[src/rtl/mandel_view_if.sv]
// View-parameter and request bundle between mandel_view_ctrl, the input debouncers and render_mandel.
// MANDEL_AUTOZOOM_EN adds the auto_en request line.
interface mandel_view_if #(
  parameter int FP_WIDTH = 25
);
  logic                       frame;
  logic                       sel;
  logic                       up;
  logic                       dn;
  logic                       render_busy;
`ifdef MANDEL_AUTOZOOM_EN
  logic                       auto_en;
`endif
  logic                       render_start;
  logic signed [FP_WIDTH-1:0] x_start;
  logic signed [FP_WIDTH-1:0] y_start;
  logic signed [FP_WIDTH-1:0] step;
  logic [1:0]                 mode;
  logic                       reject;
  logic                       idle;

  modport master (
`ifdef MANDEL_AUTOZOOM_EN
    input  auto_en,
`endif
    input  frame, sel, up, dn, render_busy,
    output render_start, x_start, y_start, step, mode, reject, idle
  );

  modport slave (
`ifdef MANDEL_AUTOZOOM_EN
    output auto_en,
`endif
    output frame, sel, up, dn, render_busy,
    input  render_start, x_start, y_start, step, mode, reject, idle
  );
endinterface

[src/rtl/mandel_view_ctrl.sv]
// Pan/zoom sequencer for render_mandel: new view two cycles after the frame request, requests dropped outside IDLE.
// MANDEL_AUTOZOOM_EN enables auto zoom-in on frame with auto_en, reloading the home view when the zoom limit is hit.
module mandel_view_ctrl #(
  parameter int                         FP_WIDTH     = 25,
  parameter logic signed [FP_WIDTH-1:0] X_START      = 25'h1900000,
  parameter logic signed [FP_WIDTH-1:0] Y_START      = 25'h1D00000,
  parameter logic signed [FP_WIDTH-1:0] STEP_MAX     = 25'h0008000,
  parameter int                         FB_WIDTH     = 320,
  parameter int                         FB_HEIGHT    = 180,
  parameter int                         MOVE_SHIFT   = 4,
  parameter int                         BUSY_TIMEOUT = 15
) (
  input  logic         clk,
  input  logic         rst_n,
  mandel_view_if.master vif
);

  localparam logic [1:0] MODE_HORZ = 2'd0;
  localparam logic [1:0] MODE_VERT = 2'd1;
  localparam logic [1:0] MODE_ZOOM = 2'd2;

  localparam logic signed [FP_WIDTH-1:0] HALF_W = FP_WIDTH'(FB_WIDTH / 2);
  localparam logic signed [FP_WIDTH-1:0] HALF_H = FP_WIDTH'(FB_HEIGHT / 2);
  localparam logic signed [FP_WIDTH-1:0] QTR_W  = FP_WIDTH'(FB_WIDTH / 4);
  localparam logic signed [FP_WIDTH-1:0] QTR_H  = FP_WIDTH'(FB_HEIGHT / 4);

  localparam int            TW       = $clog2(BUSY_TIMEOUT + 1);
  localparam logic [TW-1:0] TMO_LAST = TW'(BUSY_TIMEOUT - 1);

  typedef enum logic [2:0] {
    S_INIT,
    S_IDLE,
    S_CHECK,
    S_WAIT_BUSY,
    S_WAIT_DONE
  } state_t;

  state_t state, state_n;

  logic signed [FP_WIDTH-1:0] x_q, y_q, step_q;
  logic signed [FP_WIDTH-1:0] x_n, y_n, step_n;
  logic signed [FP_WIDTH-1:0] x_c, y_c, step_c;
  logic signed [FP_WIDTH-1:0] x_cand, y_cand, step_cand;
  logic signed [FP_WIDTH-1:0] pan;
  logic [1:0]                 mode_q;
  logic                       start_q, start_n;
  logic                       reject_q, reject_n;
  logic                       idle_q;
  logic                       auto_q;
  logic                       auto_req;
  logic                       btn_req;
  logic                       req;
  logic                       cand_ok;
  logic [TW-1:0]              tmo_cnt;

`ifdef MANDEL_AUTOZOOM_EN
  assign auto_req = vif.frame && vif.auto_en && !vif.up && !vif.dn;
`else
  assign auto_req = 1'b0;
`endif

  assign btn_req = vif.frame && (vif.up || vif.dn);
  assign req     = btn_req || auto_req;
  assign pan     = step_q <<< MOVE_SHIFT;
  assign cand_ok = (step_cand != '0) && (step_cand <= STEP_MAX);

  // Candidate view from the current outputs; up wins over dn, auto request is always a zoom-in.
  always_comb begin
    x_c    = x_q;
    y_c    = y_q;
    step_c = step_q;
    if (auto_req || mode_q == MODE_ZOOM) begin
      if (vif.up) begin
        x_c    = x_q - step_q * HALF_W;
        y_c    = y_q - step_q * HALF_H;
        step_c = step_q <<< 1;
      end else begin
        x_c    = x_q + step_q * QTR_W;
        y_c    = y_q + step_q * QTR_H;
        step_c = step_q >>> 1;
      end
    end else if (mode_q == MODE_VERT) begin
      y_c = vif.up ? (y_q - pan) : (y_q + pan);
    end else if (mode_q == MODE_HORZ) begin
      x_c = vif.up ? (x_q - pan) : (x_q + pan);
    end
  end

  always_ff @(posedge clk or negedge rst_n) begin
    if (!rst_n) begin
      state <= S_INIT;
    end else begin
      state <= state_n;
    end
  end

  always_comb begin
    state_n = state;
    unique case (state)
      S_INIT:      state_n = S_WAIT_BUSY;
      S_IDLE:      if (req) state_n = S_CHECK;
      S_CHECK:     state_n = cand_ok ? S_WAIT_BUSY : (auto_q ? S_INIT : S_IDLE);
      S_WAIT_BUSY: begin
        if (vif.render_busy) begin
          state_n = S_WAIT_DONE;
        end else if (tmo_cnt == TMO_LAST) begin
          state_n = S_IDLE;
        end
      end
      S_WAIT_DONE: if (!vif.render_busy) state_n = S_IDLE;
      default:     state_n = S_INIT;
    endcase
  end

  // INIT doubles as the home-view reload after a refused auto zoom.
  always_comb begin
    x_n      = x_q;
    y_n      = y_q;
    step_n   = step_q;
    start_n  = 1'b0;
    reject_n = 1'b0;
    unique case (state)
      S_INIT: begin
        x_n     = X_START;
        y_n     = Y_START;
        step_n  = STEP_MAX;
        start_n = 1'b1;
      end
      S_CHECK: begin
        if (cand_ok) begin
          x_n     = x_cand;
          y_n     = y_cand;
          step_n  = step_cand;
          start_n = 1'b1;
        end else begin
          reject_n = 1'b1;
        end
      end
      default: ;
    endcase
  end

  always_ff @(posedge clk or negedge rst_n) begin
    if (!rst_n) begin
      x_q      <= X_START;
      y_q      <= Y_START;
      step_q   <= STEP_MAX;
      start_q  <= 1'b0;
      reject_q <= 1'b0;
      idle_q   <= 1'b0;
    end else begin
      x_q      <= x_n;
      y_q      <= y_n;
      step_q   <= step_n;
      start_q  <= start_n;
      reject_q <= reject_n;
      idle_q   <= (state_n == S_IDLE);
    end
  end

  always_ff @(posedge clk or negedge rst_n) begin
    if (!rst_n) begin
      x_cand    <= X_START;
      y_cand    <= Y_START;
      step_cand <= STEP_MAX;
      auto_q    <= 1'b0;
    end else if (state == S_IDLE && req) begin
      x_cand    <= x_c;
      y_cand    <= y_c;
      step_cand <= step_c;
      auto_q    <= auto_req;
    end
  end

  always_ff @(posedge clk or negedge rst_n) begin
    if (!rst_n) begin
      mode_q <= MODE_HORZ;
    end else if (vif.sel) begin
      mode_q <= (mode_q == MODE_ZOOM) ? MODE_HORZ : (mode_q + 2'd1);
    end
  end

  always_ff @(posedge clk or negedge rst_n) begin
    if (!rst_n) begin
      tmo_cnt <= '0;
    end else if (state == S_WAIT_BUSY) begin
      tmo_cnt <= tmo_cnt + TW'(1);
    end else begin
      tmo_cnt <= '0;
    end
  end

  assign vif.render_start = start_q;
  assign vif.x_start      = x_q;
  assign vif.y_start      = y_q;
  assign vif.step         = step_q;
  assign vif.mode         = mode_q;
  assign vif.reject       = reject_q;
  assign vif.idle         = idle_q;

endmodule

[src/flat_wrapper.sv]
// flat-port wrapper written by rule: the top's interface ports become plain ports
module mandel_view_ctrl_flat 
#(
  parameter int                         FP_WIDTH     = 25,
  parameter logic signed [FP_WIDTH-1:0] X_START      = 25'h1900000,
  parameter logic signed [FP_WIDTH-1:0] Y_START      = 25'h1D00000,
  parameter logic signed [FP_WIDTH-1:0] STEP_MAX     = 25'h0008000,
  parameter int                         FB_WIDTH     = 320,
  parameter int                         FB_HEIGHT    = 180,
  parameter int                         MOVE_SHIFT   = 4,
  parameter int                         BUSY_TIMEOUT = 15
)
  (clk, rst_n, vif_frame, vif_sel, vif_up, vif_dn, vif_render_busy, vif_render_start, vif_x_start, vif_y_start, vif_step, vif_mode, vif_reject, vif_idle);
  mandel_view_if #(.FP_WIDTH(FP_WIDTH)) vif_i ();
  input  logic clk;
  input  logic rst_n;
  input wire logic [$bits(vif_i.frame)-1:0] vif_frame;
  input wire logic [$bits(vif_i.sel)-1:0] vif_sel;
  input wire logic [$bits(vif_i.up)-1:0] vif_up;
  input wire logic [$bits(vif_i.dn)-1:0] vif_dn;
  input wire logic [$bits(vif_i.render_busy)-1:0] vif_render_busy;
  output wire logic [$bits(vif_i.render_start)-1:0] vif_render_start;
  output wire logic [$bits(vif_i.x_start)-1:0] vif_x_start;
  output wire logic [$bits(vif_i.y_start)-1:0] vif_y_start;
  output wire logic [$bits(vif_i.step)-1:0] vif_step;
  output wire logic [$bits(vif_i.mode)-1:0] vif_mode;
  output wire logic [$bits(vif_i.reject)-1:0] vif_reject;
  output wire logic [$bits(vif_i.idle)-1:0] vif_idle;
  assign vif_i.frame = vif_frame;
  assign vif_i.sel = vif_sel;
  assign vif_i.up = vif_up;
  assign vif_i.dn = vif_dn;
  assign vif_i.render_busy = vif_render_busy;
  assign vif_render_start = vif_i.render_start;
  assign vif_x_start = vif_i.x_start;
  assign vif_y_start = vif_i.y_start;
  assign vif_step = vif_i.step;
  assign vif_mode = vif_i.mode;
  assign vif_reject = vif_i.reject;
  assign vif_idle = vif_i.idle;
  mandel_view_ctrl #(.FP_WIDTH(FP_WIDTH), .X_START(X_START), .Y_START(Y_START), .STEP_MAX(STEP_MAX), .FB_WIDTH(FB_WIDTH), .FB_HEIGHT(FB_HEIGHT), .MOVE_SHIFT(MOVE_SHIFT), .BUSY_TIMEOUT(BUSY_TIMEOUT)) u_core (.clk(clk), .rst_n(rst_n), .vif(vif_i));
endmodule
[config.mk]
export PLATFORM = sky130hd
export DESIGN_NAME = mandel_view_ctrl_flat
export DESIGN_NICKNAME = d
export VERILOG_FILES = /design/src/rtl/mandel_view_if.sv /design/src/rtl/mandel_view_ctrl.sv /design/src/flat_wrapper.sv
export SDC_FILE = /design/constraint.sdc
export NUM_CORES = 1
export LEC_CHECK = 0
export BUFFER_PORTS_ARGS = -buffer_cell sky130_fd_sc_hd__buf_2
export CAP_MARGIN = 20
export CORE_MARGIN = 1.5
export CORE_UTILIZATION = 60
export CTS_CLUSTER_SIZE = 20
export DETAILED_ROUTE_END_ITERATION = 16
export GPL_ROUTABILITY_DRIVEN = 0
export PLACE_DENSITY = 0.84
export SYNTH_ARGS = -nofsm -noshare
export SYNTH_HDL_FRONTEND = slang
export SYNTH_SLANG_ARGS = --single-unit
[constraint.sdc]
create_clock -name clk -period 8.1 [get_ports clk]
set_clock_uncertainty 0.05 [all_clocks]
set_input_delay 1.215 -clock clk [delete_from_list [all_inputs] [get_ports clk]]
set_output_delay 1.215 -clock clk [all_outputs]
set_load 0.01 [all_outputs]
==> impl_metrics.env <==
export IMPL_clk_pin_slew_worst_paths_ns=0.07
export IMPL_rrSetupSlack_ns=0.72
export IMPL_irDropWorstVdd_mv=0.337
export IMPL_cpMostUsedCell="ha_1"
export IMPL_grt_start_max_net_pins=94
export IMPL_initial_core_util_pct=61.1
export IMPL_status="finished clean"
export IMPL_ctsHoldBuffers=0
export IMPL_vias=18000
export IMPL_synth_edf_count=0
export IMPL_die_width_um=182
export IMPL_crit_end="u_core.y_cand[24]"
export IMPL_port_buffer_count=86
export IMPL_root_buffer="clkbuf_16"
export IMPL_cp_arrival_ns=7.70
export IMPL_p_sw_share_pct=51.5
export IMPL_critical_path_max_stage_delay_ns=0.64
export IMPL_drt_total_wl_mm=58.3
export IMPL_post_route_min_period_ns=7.38
export IMPL_leakagePower_nw=10.2
export IMPL_p_seq_share_pct=18.6
export IMPL_start_kind="flop"
export IMPL_slew_violations=0
export IMPL_r2r_cells=24
export IMPL_nFillCells=2550
export IMPL_cp_startpoint="u_core.vif.step[7]"
export IMPL_drive_above_1_share_pct=8.11
export IMPL_synth_distinct_cells=82
export IMPL_fp_row_count=65
export IMPL_timing_slew_headroom_pct=20.3
export IMPL_rr_endpoint="u_core.y_cand[24]"
export IMPL_p_comb_share_pct=70.1
export IMPL_crit_chain="inv_1, ha_1, ha_1, fa_1, inv_1, fa_1, inv_1, ha_1, a2111oi_0, o21ai_0, a41oi_1, o21bai_1, a21oi_1, o21bai_1, a211o_1, nand2_1, ha_1, o2111a_1, a221oi_1, a21oi_1, a2111oi_0, xnor3_1, nor2_1, o31ai_1"
export IMPL_p_clk_share_pct=11.2
export IMPL_dr_pass1_iters=6
export IMPL_cts_htree_levels=4
export IMPL_power_density_mw_per_mm2=372
export IMPL_p_switching_mw=3.95
export IMPL_yosysTopAreaCell="dfrtp_1"
export IMPL_rsz0062_at_grt="false"
export IMPL_syn2layout_area_growth_pct=7.18
export IMPL_antenna_found_initial=0
export IMPL_drc=0
export IMPL_drtIter0Drc=1870
export IMPL_worst_path_max_fanout=12
export IMPL_ys_ff_latch=162
export IMPL_setup_viol=0
export IMPL_async_flop_share_pct=100
export IMPL_grt_pass1_vias=17700
export IMPL_final_cell_mix="ha_1 (255), nand2_1 (190), inv_1 (184), o21ai_0 (158), a21oi_1 (158)"
export IMPL_clock_fmax_mhz=135
export IMPL_hp_class="flop to flop"
export IMPL_synth_top_area_share_pct=19.0
export IMPL_fp_dieArea_mm2=0.0332
export IMPL_tightestPinTransition_ns=1.19
export IMPL_dp_cells=2649
export IMPL_maxCapViolations=0
export IMPL_grt_overflow=0
export IMPL_design_core_area_mm2=0.0316
export IMPL_synth_flop_cell="dfrtp_1"
export IMPL_required_ns=8.42
export IMPL_synth_area_per_cell_um2=8.66
export IMPL_antenna_cells=0
export IMPL_yosysWarnings=0
export IMPL_cpMaxStageDelayCell="dfrtp_1"
export IMPL_cts_max_path_buffers=2
export IMPL_path_class="flop to flop"
export IMPL_routedWlPerCell_um=21.7
export IMPL_grt_usage_pct=35.6
export IMPL_synth_area_top_cells="dfrtp_1 (19%), ha_1 (17%), fa_1 (11%)"
export IMPL_cts_resized_gates=0
export IMPL_fin_setup_tns_ns=0
export IMPL_cts_setup_buffers=0
export IMPL_hold_violations=0
export IMPL_clock_latency_ns=0.46
export IMPL_drt_antenna_violating_nets=0
export IMPL_setup_ws_ns=0.719
export IMPL_fin_cells=2682
export IMPL_synth_cells=2224
export IMPL_dp_hpwl_mm=42.4
export IMPL_crit_path_end_kind="flop"
export IMPL_dieHeight_um=182
export IMPL_r2r_start="u_core.vif.step[7]"
export IMPL_final_core_util_pct=65.4
export IMPL_p_int_mw=3.73
export IMPL_synth_seq_area_share_pct=21.1
export IMPL_grt_pass1_wl_mm=93.3
export IMPL_vias_per_cell=6.72
export IMPL_io_pins=87
export IMPL_fin_crit_sh_pct=91.1
export IMPL_total_power_mw=7.68
export IMPL_mostFrequentLayoutCell="ha_1"
export IMPL_num_nets_final=2631
export IMPL_cts_tree="yes"
export IMPL_syn_area_mm2=0.0193
export IMPL_cts_inserted_buffers=17
export IMPL_syn_nets=2588
export IMPL_place_ws_ns=0.876
export IMPL_cts_sinks=162
==> synth_stat cells (6+ instances only) <==
library cell,number
ha_1,255
a22o_1,42
xor2_1,41
and2_1,7
nand2_1,191
or3_1,14
xnor2_1,99
nand4_1,9
a211oi_1,37
a22oi_1,8
dfstp_2,16
mux2i_1,35
a31oi_1,32
fa_1,102
a21oi_1,158
nor3b_1,7
a311oi_1,10
and4_1,6
nor2_1,157
dfrtp_1,146
and3_1,29
o22a_1,6
o211ai_1,23
nor4_1,12
o21bai_1,17
a21o_1,67
o31ai_1,14
nand3_1,34
inv_1,184
a21boi_0,7
o21a_1,28
nor2b_1,23
nand2b_1,22
a221oi_1,10
o21ai_0,158
clkbuf_1,68
a211o_1,8
nor3_1,36
a31o_2,8
==> through the flow <==
step	hold WS [ns]	cell area, µm²
after detailed placement	0.406	20000
after global placement	0.400	20000
after floorplan	0.389	19300
after CTS	0.420	20600
final	0.414	20600
after global routing	0.456	20600
==> kinds of logic (layout without fill, tap and decap cells) <==
family,Yosys count,after routing,share of synthesized area [%]
AO/OA/AOI/OAI,694,694,24.1
XOR/XNOR,142,142,6.60
adder cells (fa/ha/maj),357,357,27.2
buffers and inverters,266,322,5.29
flip-flops,162,162,21.1
multiplexers,40,40,2.11
AND/OR/NAND/NOR,563,563,13.6
==> area by class of cell <==
class / instances / area [µm²] / share of cell area, %
Timing Repair Buffer: 104 / 578 / 2.80
Multi-Input combinational cell: 1796 / 14200 / 68.7
Clock inverter: 13 / 149 / 0.721
Tap cell: 402 / 503 / 2.44
Sequential cell: 162 / 4080 / 19.7
Clock buffer: 19 / 453 / 2.19
Inverter: 186 / 698 / 3.38
==> flip-flops by register name, summed over array words and instances, names as in the netlist, 3 cells and up <==
register	flops
u_core.vif.step	25
u_core.step_cand	25
u_core.x_cand	25
u_core.vif.y_start	25
u_core.y_cand	25
u_core.vif.x_start	25
u_core.state	3
u_core.tmo_cnt	4
==> critical path: cells and delay by family (launching register included) <==
kind / cells / cell delay [ns]
AO/OA/AOI/OAI: 12 / 3.24
flip-flops: 1 / 0.64
buffers and inverters: 3 / 0.30
AND/OR/NAND/NOR: 2 / 0.17
XOR/XNOR: 1 / 0.49
adder cells (fa/ha/maj): 6 / 2.39
==> how the worst min path moves through the flow <==
stage                           from                    end  slack, ns  cells after the start
floorplan           u_core.x_cand[4]       u_core.x_cand[4]       0.39                      2
global placement    u_core.x_cand[4]       u_core.x_cand[4]       0.40                      2
detailed placement  u_core.x_cand[5]       u_core.x_cand[5]       0.41                      2
CTS                 u_core.x_cand[5]       u_core.x_cand[5]       0.42                      2
global route        u_core.x_cand[5]  u_core.vif.x_start[5]       0.46                      2
finish              u_core.x_cand[5]       u_core.x_cand[5]       0.41                      2
==> per-layer routing <==
layer  track usage [%]  wire length (µm)  vias to the layer above
li1                  -                 -                     8077
met1              44.2             22500                     8673
met2              58.4             26900                     1021
met3              5.87              5090                      259
met4              21.2              3700                        0
met5                 0                 0                        -
==> power by group through the flow <==
stage | sequential [mW] | combinational [mW] | clock (mW)
after floorplan | 1.31 | 3.89 | 0
after global placement | 1.41 | 4.99 | 0
after detailed placement | 1.42 | 5.18 | 0
after CTS | 1.41 | 5.24 | 0.864
after global routing | 1.45 | 5.85 | 0.894
final | 1.43 | 5.38 | 0.864
Power figures use the tool's default switching activity.
